### config.mk
export PLATFORM = sky130hd
export DESIGN_NAME = load_store_unit
export DESIGN_NICKNAME = d
export VERILOG_FILES = /design/src/rtl/load_store_unit.sv
export SDC_FILE = /design/constraint.sdc
export NUM_CORES = 1
export LEC_CHECK = 0
export ABC_AREA = 1
export BUFFER_PORTS_ARGS = -buffer_cell sky130_fd_sc_hd__buf_2
export CORE_UTILIZATION = 45
export CTS_BUF_LIST = sky130_fd_sc_hd__clkbuf_16
export DETAILED_ROUTE_END_ITERATION = 12
export HOLD_SLACK_MARGIN = 0.15
export PLACE_DENSITY = 0.78
export SLEW_MARGIN = 20
export SYNTH_ARGS = -nofsm -noshare
export SYNTH_HDL_FRONTEND = slang
export SYNTH_SLANG_ARGS = --single-unit
### constraint.sdc
create_clock -name clk -period 4.7 [get_ports clk]
set_input_delay 0.94 -clock clk [delete_from_list [all_inputs] [get_ports clk]]
set_output_delay 0.94 -clock clk [all_outputs]
set_load 0.02 [all_outputs]
### src/rtl/load_store_unit.sv
// load_store_unit: CPU byte/half/word load-store front end for a 1-cycle synchronous word RAM
//   clk, rst                 clock, synchronous active-high reset
//   req_valid/req_ready      request handshake (ready only in IDLE)
//   req_we/size/signed/addr/wdata  request fields (size 00 byte, 01 half, 10 word)
//   resp_valid/err/rdata     one-cycle completion pulse, error flag, load data
//   mem_addr/in/we, mem_out  word-indexed RAM port, read data one cycle after address
module load_store_unit #(
    parameter bit BIG_ENDIAN = 1'b1
) (
    input  logic        clk,
    input  logic        rst,
    input  logic        req_valid,
    output logic        req_ready,
    input  logic        req_we,
    input  logic [1:0]  req_size,
    input  logic        req_signed,
    input  logic [31:0] req_addr,
    input  logic [31:0] req_wdata,
    output logic        resp_valid,
    output logic        resp_err,
    output logic [31:0] resp_rdata,
    output logic [31:0] mem_addr,
    output logic [31:0] mem_in,
    output logic        mem_we,
    input  logic [31:0] mem_out
);
    localparam logic [1:0] S_IDLE = 2'd0, S_LD = 2'd1, S_RMW = 2'd2;
    logic [1:0]  r_state;
    logic [31:0] r_addr, r_wdata;
    logic [1:0]  r_size;
    logic        r_signed;
    logic        w_idle, w_accept, w_mis, w_word_st;
    logic [4:0]  w_sh;
    logic [31:0] w_lane, w_ext, w_mask, w_merge;
    assign w_idle    = r_state == S_IDLE;
    assign req_ready = w_idle;
    assign w_accept  = req_valid & w_idle;
    assign w_mis     = (req_size == 2'b11) | (req_size == 2'b01 & req_addr[0]) | (req_size == 2'b10 & |req_addr[1:0]);
    assign w_word_st = req_we & (req_size == 2'b10);
    // Bit position of the addressed lane; big-endian puts offset 0 in the top byte.
    assign w_sh    = BIG_ENDIAN ? {(r_size == 2'b00) ? ~r_addr[1:0] : {~r_addr[1], 1'b0}, 3'b000}
                                : {r_addr[1:0], 3'b000};
    assign w_lane  = mem_out >> w_sh;
    assign w_ext   = (r_size == 2'b00) ? {{24{r_signed & w_lane[7]}}, w_lane[7:0]} :
                     (r_size == 2'b01) ? {{16{r_signed & w_lane[15]}}, w_lane[15:0]} : mem_out;
    assign w_mask  = ((r_size == 2'b00) ? 32'h0000_00FF : 32'h0000_FFFF) << w_sh;
    assign w_merge = (mem_out & ~w_mask) | ((r_wdata << w_sh) & w_mask);
    assign mem_addr = {2'b00, w_idle ? req_addr[31:2] : r_addr[31:2]};
    assign mem_in   = w_idle ? req_wdata : w_merge;
    assign mem_we   = ~rst & ((w_accept & ~w_mis & w_word_st) | (r_state == S_RMW));
    always_ff @(posedge clk) begin
        if (rst) begin
            r_state    <= S_IDLE;
            resp_valid <= 1'b0;
            resp_err   <= 1'b0;
            resp_rdata <= '0;
        end else begin
            resp_valid <= 1'b0;
            resp_err   <= 1'b0;
            resp_rdata <= '0;
            if (w_accept) begin
                r_addr   <= req_addr;
                r_size   <= req_size;
                r_signed <= req_signed;
                r_wdata  <= req_wdata;
            end
            case (r_state)
                S_IDLE: if (w_accept) begin
                    // Errors and word stores finish in the accept cycle; the rest need the RAM read.
                    if (w_mis | w_word_st) begin
                        resp_valid <= 1'b1;
                        resp_err   <= w_mis;
                    end else begin
                        r_state <= req_we ? S_RMW : S_LD;
                    end
                end
                S_LD: begin
                    resp_valid <= 1'b1;
                    resp_rdata <= w_ext;
                    r_state    <= S_IDLE;
                end
                default: begin
                    resp_valid <= r_state == S_RMW;
                    r_state    <= S_IDLE;
                end
            endcase
        end
    end
endmodule
==> results of run 1 <==
[routing by layer]
layer	vias to the layer above	wire length [um]	global-route usage
li1	2351	-	-
met1	2136	6062	0.3479
met2	176	6745	0.4472
met3	16	1064	0.06237
met4	0	199	0.07151
met5	-	0	0
[cell families (layout without fill, tap and decap cells)]
kind of cell / count (synthesis) / after routing / synth area share
buffers and inverters: 75 / 260 / 0.07324
AO/OA/AOI/OAI: 71 / 71 / 0.09648
flip-flops: 87 / 87 / 0.4919
other: 1 / 2 / 0.0008191
AND/OR/NAND/NOR: 380 / 380 / 0.3375
[critical path: cells and delay by family, from the launching register on]
kind            cells  cell delay, ns
compound gates      1            0.16
buf+inv             4            1.01
flops               1            0.35
simple gates        4            0.94
[layout make-up]
class	instances	area (um^2)	area share
Inverter	39	146.4	0.02495
Clock inverter	7	28.78	0.004905
Timing Repair Buffer	205	1039	0.1770
Multi-Input combinational cell	453	2009	0.3425
Tap cell	133	166.4	0.02836
Sequential cell	87	2252	0.3839
Clock buffer	9	225.2	0.03839
[worst paths after layout]
| path | from | end | slack [ns] |
|---|---|---|---|
| max | r_size[1] | mem_in[6] | 0.95 |
| min | r_state[0] | resp_valid | 0.64 |
| max reg2reg | r_state[1] | r_addr[3] | 2.16 |
| min reg2reg | r_state[0] | resp_valid | 0.64 |
[state kept, by name, indices dropped and copies added (netlist names)]
register	cells
r_addr	32
r_signed	1
r_size	2
r_state	2
r_wdata	16
resp_err	1
resp_rdata	32
resp_valid	1
[metrics by stage]
stage,setup WS (ns),util,cells
floorplan,1.017,-,615
global placement,1.462,0.5716,917
detailed placement,1.334,0.5716,917
CTS,0.9769,0.5975,933
global route,0.7389,0.5975,933
finish,0.9455,0.5975,933
[power by group through the flow]
stage / registers [W] / clock network [W] / logic, W
floorplan: 0.000863 / 0 / 0.000210
global placement: 0.000862 / 0 / 0.000346
detailed placement: 0.000863 / 0 / 0.000351
CTS: 0.000846 / 0.000626 / 0.000353
global route: 0.000848 / 0.000662 / 0.000389
finish: 0.000847 / 0.000620 / 0.000353
[placed cells by master, fill, tap and decap left out]
master,Yosys,routed
o22ai_1,3,3
nor2_4,3,5
buf_2,13,200
o211ai_1,17,17
or2_0,2,2
o21a_1,4,4
a31oi_1,16,16
nand2_1,264,264
dfxtp_1,36,36
or2_2,7,7
edfxtp_1,51,51
nor2_1,59,57
inv_2,4,5
a21oi_1,14,14
o21ai_0,8,8
nor3_2,1,1
o21ai_1,6,6
clkinv_2,0,2
inv_1,35,39
buf_4,4,5
nor3_1,3,3
a22oi_1,1,1
conb_1,1,2
clkbuf_16,0,9
nand3_1,31,31
nand4_1,6,6
nand2_2,4,4
a21oi_2,2,2
==> impl_metrics.ini, run 1 <==
[pwr]
irDropWorstVdd_v = 0.0001656
power.density_mw_per_mm2 = 310.2
finalPower_w = 0.001820
clkPwrFrac = 0.341
sequentialPowerShare = 0.465
power_frac_comb = 0.194
power_switching_w = 0.0005192
power.internal_w = 0.001301
power.leakage_nw = 3.057
switching_share = 0.2853

[sta]
timing.hold.ws_ns = 0.6358
rsz0062_at_grt = no
period_minus_slack_ns = 3.754
worstMarginPinSlew_ns = 0.8052
finalSetupViolations = 0
fmax_ghz = 0.2664
fin_skew_ns = 0.006366
slew_viol_final = 0
finalHoldViolations = 0
min_period_over_period = 0.7988
fin_tns_setup_ns = 0
max_slew_margin = 0.4624

[worst_setup_path]
crit_path_end_kind = primary output
cp_cell_sequence = buf_4 -> nor2_4 -> nand2_2 -> inv_2 -> nor2_4 -> inv_1 -> nand2_1 -> a31oi_1 -> buf_2
critPathLaunchType = flip-flop
rr_worst_depth = 5
critPathKind = reg2out
slowest_stage = nand2_2
required_ns = 3.76
path_common_cell = nor2_4
critPathMaxFanout = 32
critical-path-max-stage-delay_ns = 0.42
arrival_ns = 2.81

[global_route]
antenna_found_initial = 0
grt_pass1_wl_um = 21050
grt_max_degree = 51
grtUsageTotal = 0.2671
grt_pass1_vias = 4173
grt_overflow = 0

[synthesis]
netlist_top_cells_count = nand2_1, nor2_1, edfxtp_1, dfxtp_1, inv_1
seq_area_frac_synth = 0.4919
ys_types = 28
synth_most_common_cell = nand2_1
synthFlopType = edfxtp_1
synth_edf_count = 51
syn_avg_cell_area_um2 = 7.456
synth_area_leaders = edfxtp_1, nand2_1, dfxtp_1
synth_cells = 614
yosysTopAreaCellShare = 0.3345
yosys_warnings = 0
async_flop_share = 0
synthesis.area_mm2 = 0.004578
ys_ff_latch = 87
synth_area_leader_cell = edfxtp_1

[floorplanning]
die-area_mm2 = 0.01058
rows = 36
num_io_pins = 203
core_mm2 = 0.009819
die_w_um = 102.9
start_util = 0.4662
die-height_um = 102.9

[placement]
gp_congestion = 0.8458
place_area_mm2 = 0.005613
dpl.hpwl_um = 10500
io_buffers = 200

[cts]
post_cts_buffers = 0
clkTransAtPathRegs_ns = 0.06
cts_resized = 0
ctsRootBufferMaster = clkbuf_16
clockBufferDepth = 2
cts.sinks = 87
cts_made_buffers = 9
cts_tree = done
h-tree-depth = 3
clock_latency_ns = 0.34
cts.hold.buffers_added = 0

[final_layout]
num-fill-cells = 969
syn2layout_area_growth_pct = 28.15
drive_gt1_frac = 0.3000
postLayoutCellArea_mm2 = 0.005867
num_antenna_cells = 0
finalNetCount = 898

[routing]
detail_route.iter0.violations = 274
drc = 0
post_drt_wl_per_cell_um = 15.08
vias = 4679
ant_nets = 0
vias_per_cell = 5.015
wl_um = 14070
firstDrtPassIters = 5

[hold_path]
hp-class = reg2reg
min_delay_path_depth = 2

[flow_run]
max-cap-violations = 0

[run_status]
status = complete, no violations
(Power assumes the default switching activity.)
==> run 2, diff against run 1 <==
- clock period: 4.7 -> 3.7 ns (I/O delays scaled with it)
==> run 2 against run 1 <==
Net effect:
- core utilization is 0.80 points higher
- global-route usage is 0.63 points lower
- first-iteration DRC count is 8.8% lower
- critical path type unchanged
- largest power group unchanged
- highest routed layer unchanged
==> impl_metrics.ini, run 2 (same netlist as run 1, synthesis figures left out) <==
[final_layout]
syn2layout_area_growth_pct = 29.87
post-route-util = 0.6055
top_regs = r_addr x32, resp_rdata x32, r_wdata x16
drive_gt1_frac = 0.3017
final_cell_mix = nand2_1, buf_2, nor2_1, edfxtp_1, inv_1
final_common_cell = nand2_1
num_antenna_cells = 0
finalNetCount = 900

[cts]
cts.sinks = 87
cts_resized = 0
clock_latency_ns = 0.34
ctsRootBufferMaster = clkbuf_16
clkTransAtPathRegs_ns = 0.06
cts_tree = done
clockBufferDepth = 2
post_cts_buffers = 0
cts.hold.buffers_added = 0
cts_made_buffers = 9
h-tree-depth = 3

[routing]
vias = 4738
vias_per_cell = 5.067
wl_um = 14030
post_drt_wl_per_cell_um = 15.01
firstDrtPassIters = 5
ant_nets = 0
drc = 0
detail_route.iter0.violations = 250

[floorplanning]
die_w_um = 102.9
rows = 36
start_util = 0.4662
num_io_pins = 203
die-height_um = 102.9
die-area_mm2 = 0.01058
core_mm2 = 0.009819

[sta]
max_slew_margin = 0.4630
fmax_ghz = 0.2960
min_period_over_period = 0.9130
fin_tns_setup_ns = 0
finalHoldViolations = 0
rsz0062_at_grt = no
worstMarginPinSlew_ns = 0.8044
finalSetupViolations = 0
fin_skew_ns = 0.006840
slew_viol_final = 0
period_minus_slack_ns = 3.378

[pwr]
irDropWorstVdd_v = 0.0002482
power.density_mw_per_mm2 = 415.1
finalPower_w = 0.002468
power.leakage_nw = 3.083

[global_route]
antenna_found_initial = 0
grt_overflow = 0
grt_pass1_vias = 4069
grt_max_degree = 53
grt_pass1_wl_um = 20510
grtUsageTotal = 0.2607

[worst_setup_path]
slowest_stage = edfxtp_1
critical-path-max-stage-delay_ns = 0.43
critPathMaxFanout = 32
required_ns = 2.96
critical-path-top-delay-family = simple AND/OR/NAND/NOR gates
crit_path_end_kind = primary output
critPathLaunchType = flip-flop
path_common_cell = nor2_4
arrival_ns = 2.64
crit_buf_inv = 3
cp_cell_sequence = nor2_4 -> nand2_2 -> inv_2 -> nor2_4 -> inv_1 -> nand2_1 -> a31oi_1 -> buf_2
critPathKind = reg2out

[flow_run]
max-cap-violations = 0

[hold_path]
hp-class = in2reg

[run_status]
status = complete, no violations

[placement]
gp_congestion = 0.8548
dpl.hpwl_um = 10400
io_buffers = 200
==> run 2: worst paths after layout <==
kind / from / end / slack (ns) / cells past startpoint
worst max-delay path: r_size[1] / mem_in[6] / 0.32 / 8
worst min-delay path: req_we / r_state[0] / 0.56 / 2
worst max register to register: r_state[1] / r_addr[3] / 1.37 / 5
worst min register to register: r_state[0] / resp_valid / 0.63 / 2
==> run 2: power breakdown <==
group	leakage [nW]	switching [W]	internal [W]
clock network	0.157	0.000362	0.000580
registers	0.767	0.0000135	0.00106
logic	2.16	0.000298	0.000154
total	3.08	0.000673	0.00179
==> run 2: layout make-up <==
type / instances / area (um^2)
Clock buffer: 9 / 225.2
Multi-Input combinational cell: 453 / 2009
Inverter: 39 / 146.4
Fill cell: 944 / 3874
Sequential cell: 87 / 2252
Timing Repair Buffer: 207 / 1066
Clock inverter: 7 / 80.08
Tap cell: 133 / 166.4
==> run 2: routing by layer <==
| layer | track usage | up-vias | share of wire |
|---|---|---|---|
| met1 | 0.3430 | 2159 | 0.44 |
| met2 | 0.4318 | 211 | 0.48 |
| met3 | 0.05288 | 19 | 0.066 |
| li1 | - | 2349 | - |
| met5 | 0 | - | 0 |
| met4 | 0.08451 | 0 | 0.017 |
==> run 2: metrics by stage <==
| step | area, um^2 | setup slack [ns] | std cells | hold slack, ns |
|---|---|---|---|---|
| after CTS | 5946 | 0.3454 | 935 | 0.5567 |
| after floorplan | 4582 | 0.2174 | 615 | 0.5154 |
| after global routing | 5946 | 0.1277 | 935 | 0.5693 |
| after global placement | 5640 | 0.8634 | 919 | 0.6097 |
| after detailed placement | 5640 | 0.7163 | 919 | 0.6313 |
| final | 5946 | 0.3219 | 935 | 0.5643 |
==> run 2: worst register-to-register path, delay by kind of cell, from the launching register on <==
family | cells | cell delay, ns
DFF | 1 | 0.36
buffers and inverters | 2 | 0.72
and+or+nand+nor | 3 | 0.95
==> run 3, diff against run 2 <==
- CORE_UTILIZATION: 45 -> 47
- PLACE_DENSITY: 0.78 -> 0.81
- REMOVE_ABC_BUFFERS: default -> 1
==> run 3 against run 2 <==
Net effect:
- sequential cell count unchanged
- clock-buffer cell count unchanged
- clock skew is 0.0026 ns higher
- via count rose by 0.17%
- setup slack improved by 0.14 ns
- final cell count decreased by 0.43%
- clock power fell by 9.9%
- critical path type unchanged
==> impl_metrics.ini, run 3 (same netlist as run 1, synthesis figures left out) <==
[run_status]
status = complete, no violations

[sta]
fin_skew_ns = 0.009437
fin_tns_setup_ns = 0
worstMarginPinSlew_ns = 0.7208
rsz0062_at_grt = no
min_period_over_period = 0.8755
slew_viol_final = 0
finalHoldViolations = 0
max_slew_margin = 0.5195
period_minus_slack_ns = 3.239
finalSetupViolations = 0
fmax_ghz = 0.3087

[routing]
wl_um = 13210
vias = 4746
post_drt_wl_per_cell_um = 14.18
detail_route.iter0.violations = 387
firstDrtPassIters = 5
vias_per_cell = 5.098
drc = 0
ant_nets = 0

[pwr]
power.leakage_nw = 3.061
power.density_mw_per_mm2 = 400.9
irDropWorstVdd_v = 0.0002098

[placement]
dpl.hpwl_um = 10000
gp_congestion = 0.9414
place_area_mm2 = 0.005635
io_buffers = 200
dp.cells = 915

[cts]
ctsRootBufferMaster = clkbuf_16
clock_latency_ns = 0.34
clockBufferDepth = 2
clkTransAtPathRegs_ns = 0.07
h-tree-depth = 3
cts_made_buffers = 9
cts_tree = done
cts.sinks = 87
cts.hold.buffers_added = 0
cts_resized = 0
post_cts_buffers = 0

[global_route]
grt_pass1_vias = 4340
grt_max_degree = 50
grt_overflow = 0
grt_pass1_wl_um = 20900
grtUsageTotal = 0.2676
antenna_found_initial = 0

[final_layout]
stdcell_count = 931
top_regs = r_addr x32, resp_rdata x32, r_wdata x16
final_common_cell = nand2_1
finalNetCount = 900
num_antenna_cells = 0
postLayoutCellArea_mm2 = 0.005916
syn2layout_area_growth_pct = 29.22
final_cell_mix = nand2_1, buf_2, nor2_1, edfxtp_1, dfxtp_1
drive_gt1_frac = 0.3055

[floorplanning]
core_mm2 = 0.009328
die_w_um = 100.7
num_io_pins = 203
rows = 35
die-height_um = 100.7
die-area_mm2 = 0.01014
start_util = 0.4908

[worst_setup_path]
critPathKind = reg2out
arrival_ns = 2.50
critPathMaxFanout = 18
required_ns = 2.96
critPathLaunchType = flip-flop
crit_path_end_kind = primary output

[hold_path]
hp-class = in2reg

[flow_run]
max-cap-violations = 0
[run 3: changes by cell type in the layout (fill, tap and decap cells not counted)]
cell	previous run	this run
bufinv_16	2	0
clkinv_4	0	2
inv_1	37	35
clkinv_1	2	1
clkinv_2	1	0
clkinvlp_4	0	1
inv_4	0	1
inv_6	0	1
inv_8	0	1
[run 3: per-layer routing]
metal  vias up  global-route usage  part of all wire
li1       2349                   -                 -
met1      2086              0.3396              0.40
met2       278              0.4463              0.47
met3        33             0.06380              0.11
met4         0             0.09588             0.021
met5         -                   0                 0
[run 3: final timing paths]
kind,from,endpoint,slack [ns],cells past startpoint
setup / recovery,r_addr[1],mem_in[11],0.46,6
hold / removal,req_we,r_state[0],0.57,2
setup reg to reg,r_state[1],r_addr[3],1.36,5
hold reg to reg,r_state[0],resp_valid,0.63,2
[run 3: metrics by stage]
step / util / setup WS, ns / total power, W / hold slack [ns]
after detailed placement: 0.6042 / 0.9080 / 0.001540 / 0.6218
final: 0.6342 / 0.4606 / 0.002372 / 0.5718
after global routing: 0.6342 / 0.2812 / 0.002468 / 0.5725
after global placement: 0.6042 / 0.8893 / 0.001535 / 0.6095
after CTS: 0.6342 / 0.5337 / 0.002380 / 0.5635
after floorplan: - / -1.386 / 0.001351 / 0.5154
[run 3: cell type report]
type	instances	area, um^2
Multi-Input combinational cell	453	2009
Clock inverter	7	55.05
Clock buffer	9	225.2
Tap cell	129	161.4
Inverter	39	146.4
Sequential cell	87	2252
Timing Repair Buffer	207	1066
Fill cell	868	3412
[run 3: power breakdown]
part	switching, W	internal, W
clock	0.000387	0.000462
sequential	0.0000145	0.00106
combinational	0.000294	0.000154
total	0.000696	0.00168
[run 3: worst max-delay path, stage by stage (launching register included)]
cell and delay, ns:
edfxtp_1 0.73, inv_2 0.31, a21oi_2 0.62, nand2_1 0.12, o211ai_1 0.12, nand2_1 0.08, buf_2 0.16
